<file path="src/rtl/cell_pos_rd_ctrl.sv">
// Position-cell RAM access controller: reads the particle count at address 0, then streams
// positions 1..N through a 4-entry credit-controlled buffer; grants writes only while idle.
module cell_pos_rd_ctrl #(
  parameter int unsigned DATA_WIDTH   = 96,
  parameter int unsigned ADDR_WIDTH   = 8,
  parameter int unsigned PARTICLE_NUM = 220
) (
  input  logic                  clk,
  input  logic                  rst_n,
  input  logic                  rd_start,
  output logic                  rd_busy,
  output logic                  rd_done,
  output logic [ADDR_WIDTH-1:0] cnt_out,
  output logic                  cnt_err,
  output logic [DATA_WIDTH-1:0] pos_out,
  output logic                  pos_valid,
  input  logic                  pos_ready,
  output logic                  pos_last,
  input  logic                  wr_req,
  input  logic [ADDR_WIDTH-1:0] wr_addr,
  input  logic [DATA_WIDTH-1:0] wr_data,
  output logic                  wr_grant,
  output logic [ADDR_WIDTH-1:0] mem_addr,
  output logic [DATA_WIDTH-1:0] mem_data,
  output logic                  mem_rden,
  output logic                  mem_wren,
  input  logic [DATA_WIDTH-1:0] mem_q
);

  localparam logic [ADDR_WIDTH-1:0] MaxCnt = ADDR_WIDTH'(PARTICLE_NUM - 1);

  typedef enum logic [2:0] {StIdle, StRdCnt, StWaitCnt, StStream, StDrain} state_e;

  state_e                state_q;
  logic [ADDR_WIDTH-1:0] addr_q, idx_q, n_q, cnt_q;
  logic                  rden_q, rlast_q, p1_q, p1_last_q, p2_q, p2_last_q;
  logic                  rd_done_q, cnt_err_q;

  logic [DATA_WIDTH-1:0] fifo_data_q [4];
  logic [3:0]            fifo_last_q;
  logic [1:0]            wptr_q, rptr_q;
  logic [2:0]            fcnt_q;

  logic                  push, pop, issue_ok, cnt_over;
  logic [3:0]            outstanding;
  logic [ADDR_WIDTH-1:0] raw_cnt, n_new;

  assign push      = p2_q && (state_q == StStream || state_q == StDrain);
  assign pos_valid = (fcnt_q != 3'd0);
  assign pos_out   = fifo_data_q[rptr_q];
  assign pos_last  = pos_valid && fifo_last_q[rptr_q];
  assign pop       = pos_valid && pos_ready;

  // Reads in the pipe plus buffered words after this edge must never exceed the buffer depth.
  assign outstanding = 4'(fcnt_q) + 4'(p2_q) + 4'(p1_q) + 4'(rden_q) - 4'(pop);
  assign issue_ok    = (outstanding < 4'd4);

  assign raw_cnt  = mem_q[ADDR_WIDTH-1:0];
  assign cnt_over = (raw_cnt > MaxCnt);
  assign n_new    = cnt_over ? MaxCnt : raw_cnt;

  assign rd_busy  = (state_q != StIdle);
  assign rd_done  = rd_done_q;
  assign cnt_out  = cnt_q;
  assign cnt_err  = cnt_err_q;
  assign wr_grant = (state_q == StIdle) && wr_req;
  assign mem_wren = wr_grant;
  assign mem_addr = wr_grant ? wr_addr : addr_q;
  assign mem_data = wr_data;
  assign mem_rden = rden_q;

  always_ff @(posedge clk or negedge rst_n) begin
    if (!rst_n) begin
      state_q   <= StIdle;
      addr_q    <= '0;
      idx_q     <= '0;
      n_q       <= '0;
      cnt_q     <= '0;
      rden_q    <= 1'b0;
      rlast_q   <= 1'b0;
      p1_q      <= 1'b0;
      p1_last_q <= 1'b0;
      p2_q      <= 1'b0;
      p2_last_q <= 1'b0;
      rd_done_q <= 1'b0;
      cnt_err_q <= 1'b0;
    end else begin
      rden_q    <= 1'b0;
      rd_done_q <= 1'b0;
      p1_q      <= rden_q;
      p1_last_q <= rlast_q;
      p2_q      <= p1_q;
      p2_last_q <= p1_last_q;
      unique case (state_q)
        StIdle: begin
          if (!wr_req && rd_start) begin
            state_q <= StRdCnt;
            rden_q  <= 1'b1;
            addr_q  <= '0;
            rlast_q <= 1'b0;
          end
        end
        StRdCnt: state_q <= StWaitCnt;
        StWaitCnt: begin
          if (p2_q) begin
            n_q   <= n_new;
            cnt_q <= n_new;
            if (cnt_over) cnt_err_q <= 1'b1;
            if (n_new == '0) begin
              rd_done_q <= 1'b1;
              state_q   <= StDrain;
            end else begin
              // Address 1 is issued straight from here so it lands in the first STREAM cycle.
              rden_q  <= 1'b1;
              addr_q  <= ADDR_WIDTH'(1);
              rlast_q <= (n_new == ADDR_WIDTH'(1));
              idx_q   <= ADDR_WIDTH'(2);
              state_q <= (n_new == ADDR_WIDTH'(1)) ? StDrain : StStream;
            end
          end
        end
        StStream: begin
          if (issue_ok) begin
            rden_q  <= 1'b1;
            addr_q  <= idx_q;
            rlast_q <= (idx_q == n_q);
            idx_q   <= idx_q + ADDR_WIDTH'(1);
            if (idx_q == n_q) state_q <= StDrain;
          end
        end
        StDrain: begin
          if (rd_done_q) state_q <= StIdle;
          else if (pop && pos_last) rd_done_q <= 1'b1;
        end
        default: state_q <= StIdle;
      endcase
    end
  end

  always_ff @(posedge clk or negedge rst_n) begin
    if (!rst_n) begin
      wptr_q      <= '0;
      rptr_q      <= '0;
      fcnt_q      <= '0;
      fifo_last_q <= '0;
    end else begin
      if (push) begin
        fifo_last_q[wptr_q] <= p2_last_q;
        wptr_q              <= wptr_q + 2'd1;
      end
      if (pop) rptr_q <= rptr_q + 2'd1;
      fcnt_q <= fcnt_q + 3'(push) - 3'(pop);
    end
  end

  always_ff @(posedge clk) begin
    if (push) fifo_data_q[wptr_q] <= mem_q;
  end

`ifndef SYNTHESIS
  fifo_no_overflow: assert property (@(posedge clk) disable iff (!rst_n)
    !(push && !pop && fcnt_q == 3'd4));
`endif

endmodule

</file>
<file path="config.mk">
export PLATFORM = sky130hd
export DESIGN_NAME = cell_pos_rd_ctrl
export DESIGN_NICKNAME = d
export VERILOG_FILES = /design/src/rtl/cell_pos_rd_ctrl.sv
export SDC_FILE = /design/constraint.sdc
export NUM_CORES = 1
export LEC_CHECK = 0
export BUFFER_PORTS_ARGS = -buffer_cell sky130_fd_sc_hd__clkbuf_2
export CAP_MARGIN = 20
export CORE_ASPECT_RATIO = 0.75
export CORE_MARGIN = 5
export CORE_UTILIZATION = 50
export CTS_BUF_LIST = sky130_fd_sc_hd__clkbuf_2
export CTS_CLUSTER_DIAMETER = 200
export DETAILED_ROUTE_END_ITERATION = 16
export PLACE_DENSITY_LB_ADDON = 0.12
export SLEW_MARGIN = 20
export SYNTH_ARGS = -nofsm -noshare
export SYNTH_HDL_FRONTEND = slang
export SYNTH_SLANG_ARGS = --single-unit
</file>
<file path="constraint.sdc">
create_clock -name clk -period 4.48 [get_ports clk]
set_clock_uncertainty 0.2 [all_clocks]
set_input_delay 0.224 -clock clk [delete_from_list [all_inputs] [get_ports clk]]
set_output_delay 0.224 -clock clk [all_outputs]
set_load 0.02 [all_outputs]
</file>
# Yosys cells after proc, flatten, opt, wreduce, memory -nomap -nowiden
# Memories as Yosys holds them, arrays and structs flattened.
# Index checks and enable logic that the tools add are counted.
# Widths: inputs -> output; s select.
word_totals:
  regBits: 46
  latch_bits: 0
  ramBits: 384
  rom_bits: 0
  output_inout_bits: 216
  memories: 1
op_classes:
  addsub: 9
  n_mul: 0
  div_mod_pow: 0
  magnitude_cmp: 5
  eq_ne: 12
  n_shift: 0
  muxes: 41
  n_bitwise: 0
  n_reduce_logical: 20
memory_table:
  columns: ["memory", "words", "width", "read_ports", "rd_clocked_by_memory_dff", "wr", "line_no", "text"]
  rows:
  - ["fifo_data_q", 4, 96, 1, 0, 1, "39", "logic [DATA_WIDTH-1:0] fifo_data_q [4];"]
ops:
  columns: ["cell", "count"]
  rows:
  - ["$mux 8", 9]
  - ["$pmux 8 s3", 1]
  - ["$mux 3", 7]
  - ["$mux 1", 16]
  - ["$pmux 8 s2", 1]
  - ["$pmux 3 s5", 1]
  - ["$reduce_and 5->1", 2]
  - ["$reduce_bool 3->1", 3]
  - ["$add 4x1->4", 2]
  - ["$add 8x1->8 const B", 1]
  - ["$eq 8x1->1 const B", 1]
  - ["$eq 8x8->1", 1]
  - ["$gt 8x8->1 const B", 1]
  - ["$logic_not 8->1", 1]
  - ["$ne 2x2->1 const B", 4]
  - ["$logic_and 1x1->1", 7]
  - ["$eq 3x2->1 const B", 2]
  - ["$lt 2x3->1 const B", 2]
  - ["$pmux 1 s3", 2]
  - ["$add 2x1->2 const B", 2]
  - ["$add 3x1->4", 1]
  - ["$bwmux 4", 1]
  - ["$lt 4x3->1 const B", 1]
  - ["$ne 2x1->1 const B", 2]
  - ["other kinds (16)", 16]

# Depth between registers and ports, before layout
logic_depth:
  depth_word: 7
  depth_mapped: 13
  depth_no_buf: 12

# Worst setup path after synthesis
# Ideal clock, no wire load.
synth_timing:
  path_type: "flip-flop to flip-flop"
  from: "register state_q[2]"
  to: "register fifo_last_q[0]"
  setup_time_ns: 0.131
  t_arrival_ns: 3.971
  required_time_ns: 4.149
  setup_slack_ns: 0.178
  stages_incl_launch_ff: 7
  path_buffers: 1
  synth_period_minus_slack_ns: 4.302
  path_cell_list: "dfrtp_1 -> clkbuf_1 -> nor2b_1 -> nand2_1 -> a21boi_1 -> and2_1 -> mux2_2"
synth_between:
  elab_chain_len: 3
  word_cells_on_any_way: 4
  cone_classes: "eq/ne (2); reduce/logical (2)"
synth_rtl:
  columns: ["element", "line_no", "text"]
  rows:
  - ["start: declaration", "34", "state_e state_q;"]
  - ["start signal: assignment", "74", "state_q <= StIdle;"]
  - ["start signal: assignment", "97", "state_q <= StRdCnt;"]
  - ["start signal: assignment", "103", "StRdCnt: state_q <= StWaitCnt;"]
  - ["$eq 3x2->1 / $eq 3x3->1 (equally long branches)", "48", "assign push = p2_q && (state_q == StStream || state_q == StDrain);"]
  - ["$logic_or 1x1->1 *", "48", null]
  - ["$logic_and 1x1->1 *", "48", null]
  - ["end signal: indexed assignment", "148", "fifo_last_q[wptr_q] <= p2_last_q;"]
  - ["end: declaration", "40", "logic [3:0] fifo_last_q;"]
# Mark *: on every way between the ends. The rest lies on a longest branch, timed or not.
# A chain may end at the register's enable or synchronous reset.

# Worst setup path after layout
layout_timing:
  from: "register fcnt_q[1]"
  to: "register addr_q[7]"
layout_between:
  elab_chain_len: 7
  word_cells_on_any_way: 9
  cone_classes: "add/sub (4); order compare (1); eq/ne (1); reduce/logical (3)"
layout_rtl:
  columns: ["element", "line_no", "text"]
  rows:
  - ["start: declaration", "42", "logic [2:0] fcnt_q;"]
  - ["start signal: assignment", "152", "fcnt_q <= fcnt_q + 3'(push) - 3'(pop);"]
  - ["$add 3x1->4", "55", "assign outstanding = 4'(fcnt_q) + 4'(p2_q) + 4'(p1_q) + 4'(rden_q) - 4'(pop);"]
  - ["$add 4x1->4 (2 in a row)", "55", null]
  - ["$sub 4x1->4 *", "55", null]
  - ["$lt 4x3->1 *", "56", "assign issue_ok = (outstanding < 4'd4);"]
  - ["$ne 2x2->1 (no line) *", null, null]
  - ["$reduce_and 5->1 (no line) *", null, null]
  - ["end signal: assignment", "125", "addr_q <= idx_q;"]
  - ["end: declaration", "35", "logic [ADDR_WIDTH-1:0] addr_q, idx_q, n_q, cnt_q;"]
# Marks and branches as above.

==> summary.txt <==
Timing
  • Max Transition Viols Final: 0
  • Setup TNS: 0 ps
  • Crit path time final: 3889 ps
  • Crit share post-route: 86.81%
  • WHS: 197.9 ps
  • Setup violators final: 0
  • Final setup margin: 590.9 ps
  • Final Hold Vio Count: 0
  • Unrepaired setup endpoints after global routing: no
  • Slew at the pin with the worst max-slew slack: 852.6 ps
  • Relative slew margins: a little over two fifths
  • Max Fclk: 257.1 MHz

Outcome
  • Status: finished, final reports clean

Worst setup path
  • CP Cell Sequence: or3_1 -> nand2_1 -> or2_2 -> nand2_1 -> fa_1 -> ha_1 -> a31o_2 -> and3_1 -> o21ai_2 -> and2_4 -> inv_4 -> mux2_4
  • CP arrival: 4540 ps
  • CP Buf/Inv Count: 1
  • Critical path's slowest cell: o21ai_2
  • Worst Reg-to-Reg Cells: 12
  • Crit Path Max Fanout: 19
  • CP Launch Type: register
  • Max incr delay on CP: ~600 ps
  • R2r endpoint: addr_q[7]$_DFFE_PN0P_
  • Reg2Reg Setup Slack: 590 ps
  • Crit-path leading delay family: simple AND/OR/NAND/NOR gates
  • CP endpoint kind: register
  • Setup CP Type: register to register
  • Most frequent CP cell: nand2_1
  • Worst reg2reg path startpoint: fcnt_q[1]$_DFF_PN0_
  • Worst EP required: 5130 ps

Global route
  • Number of global-route vias before repair: between 10000 and 15000
  • Largest net degree at the start of global routing: 54
  • Most utilized layer in the global route result: met2
  • Initial antenna violation count: 1
  • First-pass GRT wire length: 60.69 mm
  • Met1 usage: 27.18%
  • GRT overflow: 0
  • Total GRT Usage: 21.12%
  • GRT met3 Usage: 9.856%
  • Met2 Use GR: around a third

Cells and area
  • Nets: 1478
  • Fillers: about 2500
  • Final Util: 62.70%
  • Area growth from synthesis to layout: 23.65%
  • Layout cell share with drive strength beyond 1: 39.79%
  • Final cell count without fillers: 1783
  • Design Area, Final: 21020 um2

Floorplan
  • Die Wd: 222.9 um
  • # rows: 58
  • Die Y: 169.7 um
  • Starting density of the core: 50.71%
  • Num ports: 421
  • Die ar.: 37830 um2
  • Core area: 33530 um2

Logic synthesis
  • YS warnings: 0
  • Yosys top cell by area: edfxtp_1
  • Commonest cells in the netlist: edfxtp_1, buf_4, mux4_2
  • Distinct cell type count after synthesis: 51
  • Synthesized cell area: 17000 um2
  • Post-synth EDFFs: 384
  • Synth Net Count: 1054
  • FF+latch count, synth: between 400 and 500
  • Mean area per synthesized cell: 20.31 um2
  • Post-Synthesis Cells: 837
  • Cell with the most instances after synthesis: edfxtp_1
  • Post-synthesis sequential area ratio: between 70% and 80%
  • Ys async rst share: 10.70%
  • Largest cells by area after synthesis: edfxtp_1, mux4_2, dfrtp_1, buf_4, mux2_2
  • Top_reg_cell synth: edfxtp_1
  • Synth top area share: 67.82%

Pwr
  • Max VDD drop: between 0.0002 and 0.0003 V
  • LEAKAGE: 7.835 nW
  • Power Density: 533.3 nW/um2
  • Total power: 11.21 mW

Clock tree
  • H-tree Lvls: 3
  • Clk root buf: clkbuf_2
  • TritonCTS clock tree: done
  • Worst-path clk slew: around 110 ps
  • Post-CTS setup buffers: 0
  • Cts bufs inserted: 100
  • Worst skew pair latency: 980 ps
  • Longest Clk Path Bufs: 3
  • Clock tree sinks: 430

Routing
  • Post-route ant nets: 0
  • Post-DR wirelength/cell: approximately 22 um
  • Total wire length: 40.03 mm
  • Drt first pass iters: 5
  • Drt first-iter violations: around 640
  • Drt drc: 0
  • Vias/cell: 5.239
  • DR vias: 9342

Placed design
  • Hpwl dp: 25.22 mm
  • Cells after DPL: 1403
  • DP Area: between 15000 and 20000 um2
  • Routability cong.: between 0.8 and 0.9
  • Dpl ws: 566.5 ps
  • Buffers on Ports: 228

Run
  • Max-cap viol count: 0

Min path
  • Min-Delay Path Class: primary input to asynchronous set/reset pin
[routing by layer]
metal | vias to the layer above | part of all wire, %
li1 | 4141 | -
met1 | 4755 | 40
met2 | 384 | 48
met3 | 62 | 10
met4 | 0 | 2.2
met5 | - | 0
[area by class of cell]
type,instances,area [um2],share of cell area (%)
Antenna cell,1,2.502,0.01190
Clock buffer,147,735.7,3.500
Clock inverter,26,162.7,0.7737
Inverter,12,47.55,0.2262
Multi-Input combinational cell,268,3431,16.32
Sequential cell,430,12690,60.36
Tap cell,450,563.0,2.678
Timing Repair Buffer,449,3391,16.13
[cell families after synthesis]
kind of cell	count (synthesis)	synth area share (%)
DFF	430	74.60
buffers and inverters	139	5.372
muxes	115	14.09
and+or+nand+nor	85	2.480
AOI/OAI and AO/OA	40	1.671
xor gates and xnor gates	16	0.8243
adders and majority gates	12	0.9715
[how the worst max path moves through the flow]
stage / from / end / depth (start not counted)
after floorplan: state_q[2]$_DFFE_PN0P_ / fifo_last_q[0]$_DFFE_PN0P_ / 6
after global placement: fcnt_q[1]$_DFF_PN0_ / addr_q[5]$_DFFE_PN0P_ / 12
after detailed placement: fcnt_q[1]$_DFF_PN0_ / addr_q[7]$_DFFE_PN0P_ / 12
after CTS: fcnt_q[1]$_DFF_PN0_ / addr_q[7]$_DFFE_PN0P_ / 12
after global routing: fcnt_q[1]$_DFF_PN0_ / idx_q[6]$_DFFE_PN0P_ / 11
final: fcnt_q[1]$_DFF_PN0_ / addr_q[7]$_DFFE_PN0P_ / 12
[layout by cell type, fill, tap and decap left out, drive strengths merged, types with 4 or more instances in the layout]
master	Yosys	routed
clkinv	0	20
clkbuf	16	375
o211ai	4	4
buf	111	15
mux4	97	97
nor2	22	22
o21ai	11	11
a21boi	4	4
mux2	18	18
and3	7	7
inv	12	15
dlygate4sd3	0	206
xor2	13	13
and2	6	6
edfxtp	384	384
ha	10	10
nand2	22	22
a21oi	8	8
nand3	12	12
dfrtp	46	46
or4	4	4
[what timing repair did]
| item | CTS | global route |
|---|---|---|
| hold endpoints to repair | 466 | 0 |
| resized for setup | 0 | 0 |
| hold buffers | 206 | 0 |
| endpoints found under the setup margin | 0 | 0 |
[tightest hold or removal path, cell delays in order]
cell	delay (ps)
dlygate4sd3_1	520
clkbuf_2	90
dlygate4sd3_1	530
buf_4	500
[flip-flops by register name, summed over array words and instances, names as in the netlist]
name / cells
p2_q: 1
fcnt_q: 3
rptr_q: 2
rlast_q: 1
mem_rden: 1
fifo_last_q: 4
addr_q: 8
cnt_out: 8
p2_last_q: 1
p1_q: 1
wptr_q: 2
cnt_err: 1
idx_q: 8
rd_done: 1
fifo_data_q: 384
p1_last_q: 1
state_q: 3
[where the power goes]
part	switching (mW)	internal [mW]	leakage, nW
Sequential	0.386	4.70	4.04
Combinational	2.03	1.63	3.10
Clock	1.48	0.988	0.693
Note: power is estimated with default switching activity, not from simulation.
